[config.mk]
export PLATFORM = sky130hd
export DESIGN_NAME = gcd_controller
export DESIGN_NICKNAME = d
export VERILOG_FILES = /design/src/rtl/gcd_pkg.sv /design/src/rtl/gcd_iter_counter.sv /design/src/rtl/gcd_controller.sv
export SDC_FILE = /design/constraint.sdc
export NUM_CORES = 1
export LEC_CHECK = 0
export CAP_MARGIN = 10
export CORE_MARGIN = 5
export CORE_UTILIZATION = 49
export CTS_CLUSTER_SIZE = 14
export DETAILED_ROUTE_END_ITERATION = 7
export GPL_TIMING_DRIVEN = 0
export PLACE_DENSITY = 0.77
export SLEW_MARGIN = 20
export SYNTH_ARGS = -nofsm -noshare
export SYNTH_HDL_FRONTEND = slang
export SYNTH_SLANG_ARGS = --single-unit
export TNS_END_PERCENT = 20
[constraint.sdc]
create_clock -name clk -period 2.21 [get_ports clk]
set_clock_uncertainty 0.2 [all_clocks]
set_input_delay 0.442 -clock clk [delete_from_list [all_inputs] [get_ports clk]]
set_output_delay 0.442 -clock clk [all_outputs]
set_load 0.03 [all_outputs]
[src/rtl/gcd_pkg.sv]
// Shared types and constants for the Euclid GCD controller and datapath.
package gcd_pkg;

  localparam int unsigned ITER_W_DEF   = 16;
  localparam int unsigned MAX_ITER_DEF = 65535;

  // Mux-select encodings, shared with gcd_datapath
  localparam logic SEL_EXT  = 1'b0;
  localparam logic SEL_DIFF = 1'b1;

  typedef enum logic [2:0] {
    ST_IDLE,
    ST_LOAD,
    ST_RUN,
    ST_DONE,
    ST_ERR
  } state_t;

  function automatic logic flags_onehot(input logic eq, input logic lt, input logic gt);
    return (eq & ~lt & ~gt) | (~eq & lt & ~gt) | (~eq & ~lt & gt);
  endfunction

endpackage

[src/rtl/gcd_iter_counter.sv]
// Subtraction counter with synchronous clear and saturation at MAX_ITER.
module gcd_iter_counter
  import gcd_pkg::*;
#(
  parameter int unsigned ITER_W   = ITER_W_DEF,
  parameter int unsigned MAX_ITER = MAX_ITER_DEF
) (
  input  logic              clk,
  input  logic              rst_n,
  input  logic              clear,
  input  logic              inc,
  output logic [ITER_W-1:0] count,
  output logic              limit
);

  localparam logic [ITER_W-1:0] LIMIT = ITER_W'(MAX_ITER);

  assign limit = (count == LIMIT);

  // Gating inc with limit keeps the count from ever wrapping
  always_ff @(posedge clk or negedge rst_n) begin
    if (!rst_n)
      count <= '0;
    else if (clear)
      count <= '0;
    else if (inc && !limit)
      count <= count + 1'b1;
  end

endmodule

[src/rtl/gcd_controller.sv]
// Control FSM for the 16-bit Euclid GCD unit: load, subtract-and-replace,
// answer capture, with start/busy/done handshake and runaway timeout.
module gcd_controller
  import gcd_pkg::*;
#(
  parameter int unsigned ITER_W   = ITER_W_DEF,
  parameter int unsigned MAX_ITER = MAX_ITER_DEF
) (
  input  logic              clk,
  input  logic              rst,
  input  logic              start,
  input  logic              a_eq_b,
  input  logic              a_lt_b,
  input  logic              a_gt_b,
  output logic              loadA,
  output logic              loadB,
  output logic              selectA,
  output logic              selectb,
  output logic              loadANS,
  output logic              busy,
  output logic              done,
  output logic              timeout,
  output logic [ITER_W-1:0] iter_count
);

  state_t state, state_nx;
  logic   cnt_clear;
  logic   cnt_inc;
  logic   limit;

  gcd_iter_counter #(
    .ITER_W   (ITER_W),
    .MAX_ITER (MAX_ITER)
  ) u_iter_counter (
    .clk   (clk),
    .rst_n (rst),
    .clear (cnt_clear),
    .inc   (cnt_inc),
    .count (iter_count),
    .limit (limit)
  );

  always_ff @(posedge clk or negedge rst) begin
    if (!rst)
      state <= ST_IDLE;
    else
      state <= state_nx;
  end

  always_comb begin
    state_nx  = state;
    loadA     = 1'b0;
    loadB     = 1'b0;
    selectA   = SEL_EXT;
    selectb   = SEL_EXT;
    loadANS   = 1'b0;
    done      = 1'b0;
    timeout   = 1'b0;
    cnt_clear = 1'b0;
    cnt_inc   = 1'b0;

    unique case (state)
      ST_IDLE: begin
        if (start)
          state_nx = ST_LOAD;
      end

      ST_LOAD: begin
        loadA     = 1'b1;
        loadB     = 1'b1;
        cnt_clear = 1'b1;
        state_nx  = ST_RUN;
      end

      // Flag sanity first, then convergence, then budget, then subtract
      ST_RUN: begin
        if (!flags_onehot(a_eq_b, a_lt_b, a_gt_b)) begin
          state_nx = ST_ERR;
        end else if (a_eq_b) begin
          loadANS  = 1'b1;
          state_nx = ST_DONE;
        end else if (limit) begin
          state_nx = ST_ERR;
        end else if (a_gt_b) begin
          loadA   = 1'b1;
          selectA = SEL_DIFF;
          cnt_inc = 1'b1;
        end else begin
          loadB   = 1'b1;
          selectb = SEL_DIFF;
          cnt_inc = 1'b1;
        end
      end

      ST_DONE: begin
        done     = 1'b1;
        state_nx = ST_IDLE;
      end

      ST_ERR: begin
        timeout  = 1'b1;
        state_nx = ST_IDLE;
      end

      default: state_nx = ST_IDLE;
    endcase
  end

  assign busy = (state != ST_IDLE);

endmodule
[Word level (Yosys, flattened, before mapping)]
Cells that the tools add are included.
W data, S select, Z words.
Operators by class
  $add $sub $neg: 1
  equal/unequal tests: 7
  muxes and demuxes: 29
  bitwise gates (word level): 11
  reduce and logical (&&, ||, !) cells: 6
Operators by type and width (number)
  $mux W16: 2
  $mux W1: 20
  $add A16 B1 Y16 const B: 1
  $eq A16 B16 Y1 const B: 1
  $mux W3: 4
  $pmux W3 S3: 1
  $and A1 B1 Y1: 6
  $eq A3 B2 Y1 const B: 2
  $ne A4 B3 Y1 const B: 1
  $pmux W1 S2: 2
  $eq A3 B1 Y1 const B: 1
  $eq A3 B3 Y1 const B: 1
  $logic_not A3 Y1: 1
  $not A1 Y1: 3
  $reduce_bool A3 Y1: 1
  $ne A2 B2 Y1 const B: 1
  $or A1 B1 Y1: 2
  $reduce_and A2 Y1: 1
  $reduce_bool A2 Y1: 1
  $logic_and A1 B1 Y1: 1
  $logic_not A1 Y1: 1
Storage, ports and cells
  bits in registers: 19
  output and inout port bits: 24
  logic and storage cells: 56

[Depth between registers and ports, before layout]
Gate-level depths: netlist (run 1).
  depth in word-level cells: 10
  mapped depth: 6
  gate-level depth less buffers: 5

[Modules after synthesis]
From an unflattened synthesis (run 1), not the netlist that was laid out.
Second synthesis, totals
  cell total of the unflattened synthesis: 130
  area total of the unflattened synthesis: 1191.1 µm²
By module, submodules not included
  gcd_iter_counter: times used 1, cells an instance 102, area an instance 959.7 µm²
  gcd_controller: times used 1, cells an instance 28, area an instance 231.5 µm²

[Worst setup path after synthesis (run 1)]
OpenSTA, ideal clock, no wires.
  path kind: flip-flop to output port
  from: register u_iter_counter.count[0]
  to: output port loadA
  arrival: 2322 ps
  required time: 1568 ps
  slack: -754 ps
  stages on the path, launching flop included: 6
  path through: dfrtp_1 > ha_1 > and3_1 > nand4_2 > nor2_1 > o41ai_1
Between the ends
  longest elaborated chain between the ends: 5
RTL lines
  start, declared: RTL line gcd_iter_counter.sv:12  | output logic [ITER_W-1:0] count,
  start signal, assigned: RTL line gcd_iter_counter.sv:27  | count <= count + 1'b1;
  $eq A16 B16 Y1: RTL line gcd_iter_counter.sv:18  | assign limit = (count == LIMIT);
  $mux W1: RTL line gcd_controller.sv:82  | end else if (limit) begin
  $mux W1: RTL line gcd_controller.sv:79  | end else if (a_eq_b) begin
  $mux W1: RTL line gcd_controller.sv:77  | if (!flags_onehot(a_eq_b, a_lt_b, a_gt_b)) begin
  $pmux W1 S2: RTL line gcd_controller.sv:62  | unique case (state)
  end, declared: RTL line gcd_controller.sv:15  | output logic loadA,
No other way between the ends.

[Worst setup path after layout (run 1)]
  from: register u_iter_counter.count[1]
  to: output port loadA
Same word-level chain as after synthesis.

==> flow_summary_export.csv, run 1 <==
group,metric,value,unit
outcome,status,"finished, violations left",
outcome,violations,"setup timing",
clocking,clkLatencyLatePin,300,ps
critical_path,critPathRequiredTime,1570,ps
critical_path,path_class,"register to output port",
placement,dp.cells,189,
sta,final-hold-violation-count,0,
sta,relSlewSlack,33.6,%
sta,finalSetupViolations,6,
critical_path,r2r_end,"u_iter_counter.count[12]",
sta,finalCritPeriodShare,116,%
pwr,switching_share,40.3,%
clocking,htreeDepth,1,
final_layout,final_nets,183,
clocking,clk_pin_slew,100,ps
logic_synthesis,synth-edff-count,0,
sta,slew_violations,0,
detailed_routing,drc,0,
pwr,combPwrFrac,52.6,%
grt,grt_usage,20.7,%
detailed_routing,dr.pass1.iters,4,
clocking,cts_buffers,3,
grt,grt_max_degree,20,
final_layout,nFillCells,175,
floorplan,rows,18,
placement,dp_hpwl,2420,µm
pwr,vdd_ir_drop_max,0.576,mV
run,maxCapViolCount,0,
detailed_routing,vias,1292,
logic_synthesis,ys_warn_count,0,
placement,numPortBuffers,29,
pwr,clkPwrFrac,14.1,%
sta,tightest_slew,993,ps
final_layout,drive_gt1_share,32.0,%
clocking,cts_tree,"done",
grt,grt_pass1_vias,1199,
critical_path,worstSetupStartpointType,"register",
min_path,whs_endpoint,"state[0]",
sta,timing.final.ws_setup,-343,ps
floorplan,die-width,60.1,µm
logic_synthesis,yosys.area.top_type_share,38.7,%
critical_path,path_max_fanout,4,
critical_path,arrival,1910,ps
min_path,min_path_type,"register to register",
critical_path,r2r.worst_path.cells,6,
logic_synthesis,syn_area,1230,µm²
sta,period_needed,2550,ps
clocking,clock_path_buffers,2,
floorplan,floorplan.initialDensity,50.6,%
detailed_routing,vias_per_cell,6.30,
sta,finalSetupTns,-1350,ps
logic_synthesis,syn_nets,137,
min_path,hold_depth,2,
pwr,power.leakage,0.000861,µW
logic_synthesis,yosysUniqueCellTypes,43,
logic_synthesis,synth_largest_area_cell,"dfrtp_1",
detailed_routing,ant_nets,0,
final_layout,area_growth,49.4,%
grt,grt-ovfl-total,0,
critical_path,rrSetupSlack,-10,ps
logic_synthesis,ys_seq_area_share,38.7,%
pwr,p_int,749,µW
detailed_routing,wl_per_cell,17.2,µm
grt,grt_pass1_wl,5730,µm
pwr,power_density,683,nW/µm²
final_layout,stdcell_count,205,
logic_synthesis,syn_avg_cell_area,9.46,µm²
min_path,hold_start,"state[2]",
detailed_routing,drt_iter0_markers,85,
floorplan,die-area,3610,µm²
logic_synthesis,syn-instance-count,130,
pwr,switching_power,506,µW
final_layout,diodes,0,
floorplan,coreArea,2430,µm²
clocking,cts_root_buf,"clkbuf_4",
sta,max_freq,392,MHz
detailed_routing,finalWirelength,3520,µm
logic_synthesis,async_reset_ff_share,100,%
logic_synthesis,ys_ff_latch,19,
clocking,cts.sinks,19,
sta,rsz0062_at_grt,"true",
critical_path,r2r-start,"state[2]",
grt,antenna_found_initial,0,
floorplan,fp.dieH,60.1,µm
placement,gp_congestion,0.773,
floorplan,io_pins,30,
logic_synthesis,ys_top_cells_by_area,"dfrtp_1 (39%), mux2i_1 (7.3%), nand2_1 (4.6%)",
pwr,sequentialPowerShare,33.3,%
clocking,hold_buffers,0,
critical_path,critPathCaptureType,"output port",
logic_synthesis,synth_ff_type,"dfrtp_1",
critical path, cell delays in order, from the launching register on:
cell and delay, ps:
dfrtp_2 450, ha_4 170, and3_4 190, nand4_4 100, nor2_4 60, buf_12 120
o41ai_4 350, buf_6 180
flip-flops by register name, summed over array words and instances (netlist names):
name,flops
u_iter_counter.count,16
state,3
power groups by stage:
stage | clock network (µW) | registers [µW] | logic, µW
6_report | 176 | 418 | 660
5_1_grt | 199 | 423 | 717
4_1_cts | 183 | 422 | 596
3_5_place_dp | 0 | 432 | 574
3_3_place_gp | 0 | 429 | 557
2_1_floorplan | 0 | 453 | 362
cell usage in the layout (no fill, tap or decap), types with 2 or more instances in the layout:
cell / count
nor3_1: 2
a41o_1: 2
dlygate4sd2_1: 4
clkdlybuf4s50_1: 16
nand4_1: 6
nand2_1: 15
and4_1: 3
buf_12: 2
a31oi_1: 3
dfrtp_1: 9
nor3b_1: 2
and3_1: 5
nand3_1: 3
clkdlybuf4s15_2: 2
a211oi_1: 4
a21oi_1: 5
nand2b_1: 3
o41ai_4: 2
o211ai_1: 3
mux2i_1: 9
inv_2: 2
nor2_1: 7
buf_6: 4
o2111ai_1: 2
buf_4: 16
clkbuf_4: 4
nor4_4: 3
dfrtp_2: 10
metal layers:
layer  track usage, %  vias up  routed length, µm
met3             3.89        7                246
met5                0        -                  0
met1             27.7      628               1460
li1                 -      595                  -
met4             5.06        0                 60
met2             34.4       62               1760
synth_stat cells, types with 2 or more instances:
master     instances
nor2_1             8
mux2i_1            9
and3_1             6
inv_1              3
a41o_1             2
o2111ai_1          2
nand2b_1           3
nor3b_1            2
and4_1             3
nor4_1             3
a211oi_1           4
nor3_1             2
nand2_1           15
buf_6              2
a31oi_1            3
o41ai_1            2
nand3_1            3
nand4_1            6
a21oi_1            5
dfrtp_1           19
clkbuf_1           4
o211ai_1           3
through the flow:
step	hold slack, ps	setup slack [ps]	total power, µW	area (µm²)	utilization [%]
floorplan	-53.6	-78.5	816	1340	-
global placement	308	-948	987	1670	68.7
detailed placement	334	-966	1010	1670	68.7
CTS	336	-366	1200	1780	73.4
global route	373	-415	1340	1840	75.6
finish	342	-343	1250	1840	75.6
worst max-delay path by stage:
stage | from | to | slack [ps] | cells past startpoint
2_1_floorplan | u_iter_counter.count[0] | loadA | -80 | 5
3_3_place_gp | a_eq_b | loadB | -950 | 5
3_5_place_dp | a_eq_b | loadB | -970 | 5
4_1_cts | u_iter_counter.count[1] | loadA | -370 | 7
5_1_grt | u_iter_counter.count[14] | loadA | -410 | 6
6_report | u_iter_counter.count[1] | loadA | -340 | 7
cell families (layout without fill, tap and decap cells):
kind of cell / count (synthesis) / count (layout) / share of synthesized area (%)
fa+ha+maj: 1 / 1 / 1.02
flops: 19 / 19 / 38.7
buf+inv: 10 / 55 / 4.58
mux: 9 / 9 / 7.32
xor+xnor: 2 / 2 / 1.42
simple gates: 63 / 63 / 31.8
compound gates: 26 / 26 / 15.2
what timing repair did:
action / CTS / global route
gates resized for setup: 49 / 8
buffers inserted: 10 / 6
endpoints found under the setup margin: 16 / 14
pin swaps: 6 / 2
final cells by class:
cell class	count	area, µm²	area share, %
clock buffers	4	26.3	1.43
plain buffers	3	26.3	1.43
flip-flops and latches	19	488	26.5
well taps	30	37.5	2.04
repair buffers	45	432	23.5
inverters	3	11.3	0.613
multi-input cells	101	817	44.5
(Power assumes the default switching activity.)
==> run 2: changes to the inputs <==
==> constraint.sdc (replaced) <==
create_clock -name clk -period 2.86 [get_ports clk]
set_clock_uncertainty 0.2 [all_clocks]
set_input_delay 0.572 -clock clk [delete_from_list [all_inputs] [get_ports clk]]
set_output_delay 0.572 -clock clk [all_outputs]
set_load 0.03 [all_outputs]
==> run 2 against run 1 <==
Effect of this change: the flow now finishes without violations; critical path type unchanged; global-route usage fell by 3.3 points; clock power fell by 23%; combinational power fell by 38%; routed wire length fell by 16%; worst setup slack improved by 450 ps; worst hold slack got worse by 2.8 ps; critical endpoint is now loadB; sequential power fell by 22%.
==> flow_summary_export.csv, run 2 (synthesis results as in run 1) <==
group,metric,value,unit
outcome,status,"finished clean",
sta,rsz0062_at_grt,"false",
floorplan,fp.dieH,60.1,µm
pwr,vdd_ir_drop_max,0.487,mV
floorplan,die-width,60.1,µm
sta,finalSetupTns,0,ps
clocking,htreeDepth,1,
clocking,clock_path_buffers,2,
sta,relSlewSlack,33.7,%
clocking,cts.sinks,19,
clocking,cts_root_buf,"clkbuf_4",
critical_path,path_class,"register to output port",
critical_path,r2r.worst_path.cells,5,
final_layout,final_cell_mix,"clkdlybuf4s50_1 (23), dfrtp_1 (19), nand2_1 (15)",
placement,dp_hpwl,2180,µm
sta,period_needed,2750,ps
sta,max_freq,364,MHz
floorplan,coreArea,2430,µm²
critical_path,timing.critical_path.mode_cell,"buf_4",
clocking,cts_buffers,3,
critical_path,max_stage_delay,590,ps
critical_path,worstSetupStartpointType,"register",
final_layout,top_regs,"u_iter_counter.count x16, state x3",
grt,grt_usage,17.4,%
final_layout,largest_reg_flops,16,
pwr,power_density,543,nW/µm²
sta,final-hold-violation-count,0,
sta,finalSetupViolations,0,
grt,grt-ovfl-total,0,
placement,gp_congestion,0.814,
min_path,min_path_type,"register to register",
critical_path,path_max_fanout,10,
detailed_routing,drt_iter0_markers,32,
detailed_routing,drc,0,
detailed_routing,vias,1163,
pwr,power.leakage,0.000748,µW
grt,grt_pass1_wl,4820,µm
final_layout,area_growth,29.6,%
min_path,hold_start,"u_iter_counter.count[0]",
final_layout,final_nets,168,
placement,numPortBuffers,29,
critical_path,arrival,1980,ps
critical_path,startpoint,"state[1]",
grt,grt_max_degree,20,
clocking,clk_pin_slew,100,ps
floorplan,rows,18,
detailed_routing,vias_per_cell,6.12,
final_layout,drive_gt1_share,13.8,%
grt,grt_pass1_vias,1045,
clocking,cts_tree,"done",
sta,tightest_slew,993,ps
final_layout,layout_commonest_cell,"clkdlybuf4s50_1",
clocking,clkLatencyLatePin,300,ps
critical_path,critPathCaptureType,"output port",
sta,slew_violations,0,
final_layout,finalCoreUtilization,65.5,%
min_path,hold_depth,1,
final_layout,regMostFlops,"u_iter_counter.count",
final_layout,diodes,0,
detailed_routing,finalWirelength,2950,µm
critical_path,slowest_stage,"or3b_2",
floorplan,io_pins,30,
grt,antenna_found_initial,0,
detailed_routing,wl_per_cell,15.5,µm
sta,finalCritPeriodShare,96.2,%
critical_path,critPathRequiredTime,2090,ps
floorplan,die-area,3610,µm²
floorplan,floorplan.initialDensity,50.6,%
critical_path,r2r-start,"state[0]",
run,maxCapViolCount,0,
detailed_routing,dr.pass1.iters,4,
critical_path,crit_chain,"buf_4, or3b_2, buf_2, o41ai_2, buf_4",
detailed_routing,ant_nets,0,
-- run 2: cell count changes in the layout (fill, tap and decap cells not counted), moves of 4 or more --
cell and change:
dfrtp_2 -10, dfrtp_1 +10, buf_4 -11, clkdlybuf4s50_1 +7, dlygate4sd2_1 -4
-- run 2: worst paths after layout --
kind / end / slack, ps
min in group asynchronous: state[0] / 550
max in group asynchronous: u_iter_counter.count[13] / 1390
worst min register to register: u_iter_counter.count[0] / 340
worst min-delay path: u_iter_counter.count[0] / 340
worst max-delay path: loadB / 110
worst max register to register: u_iter_counter.count[12] / 720
-- run 2: report_power, final --
group          switching [µW]  leakage, µW  internal [µW]
logic                     241     0.000471            164
clock network            81.3    0.0000150           54.4
registers                29.3     0.000262            295
-- run 2: per-stage QoR --
step | power, µW | hold slack, ps | setup WS, ps | instances | area [µm²]
6_report | 865 | 339 | 110 | 190 | 1590
5_1_grt | 919 | 370 | 4.00 | 190 | 1590
4_1_cts | 865 | 347 | -132 | 193 | 1580
3_5_place_dp | 734 | 332 | -642 | 189 | 1560
3_3_place_gp | 724 | 319 | -598 | 189 | 1560
2_1_floorplan | 591 | 76.4 | -234 | 130 | 1230
-- run 2: cell type report --
| type | count | area (µm²) |
|---|---|---|
| fill | 204 | 838 |
| multi-input combinational | 101 | 731 |
| sequential | 19 | 475 |
| timing repair buffer | 29 | 278 |
| tap | 30 | 37.5 |
| buffer | 4 | 35.0 |
| clock buffer | 4 | 26.3 |
| inverter | 3 | 11.3 |
-- run 2: worst max-delay path: cells and delay by family (launching register included) --
kind | cells | cell delay [ps]
AOI/OAI and AO/OA | 1 | 70
and+or+nand+nor | 1 | 590
DFF | 1 | 390
buffers and inverters | 3 | 630
-- run 2: timing repair --
item,CTS,global route
setup endpoints to repair,5,4
gates cloned,0,0
hold buffers,0,0
gates resized for setup,27,12
setup buffers,0,0
hold endpoints to repair,0,0
-- run 2: routing by layer --
| layer | routed length [µm] | global-route usage [%] |
|---|---|---|
| met5 | 0 | 0 |
| met4 | 0 | 3.16 |
| met3 | 183 | 4.10 |
| met2 | 1410 | 27.9 |
| met1 | 1350 | 24.0 |
==> run 3: changes to the inputs <==
--- a/config.mk
+++ b/config.mk
@@ -12,7 +12,6 @@
 export DETAILED_ROUTE_END_ITERATION = 7
 export GPL_TIMING_DRIVEN = 0
 export PLACE_DENSITY = 0.77
-export SLEW_MARGIN = 20
 export SYNTH_ARGS = -nofsm -noshare
 export SYNTH_HDL_FRONTEND = slang
 export SYNTH_SLANG_ARGS = --single-unit
==> results of run 3 <==
The final DEF is identical to that of run 2; final timing and power are the same.
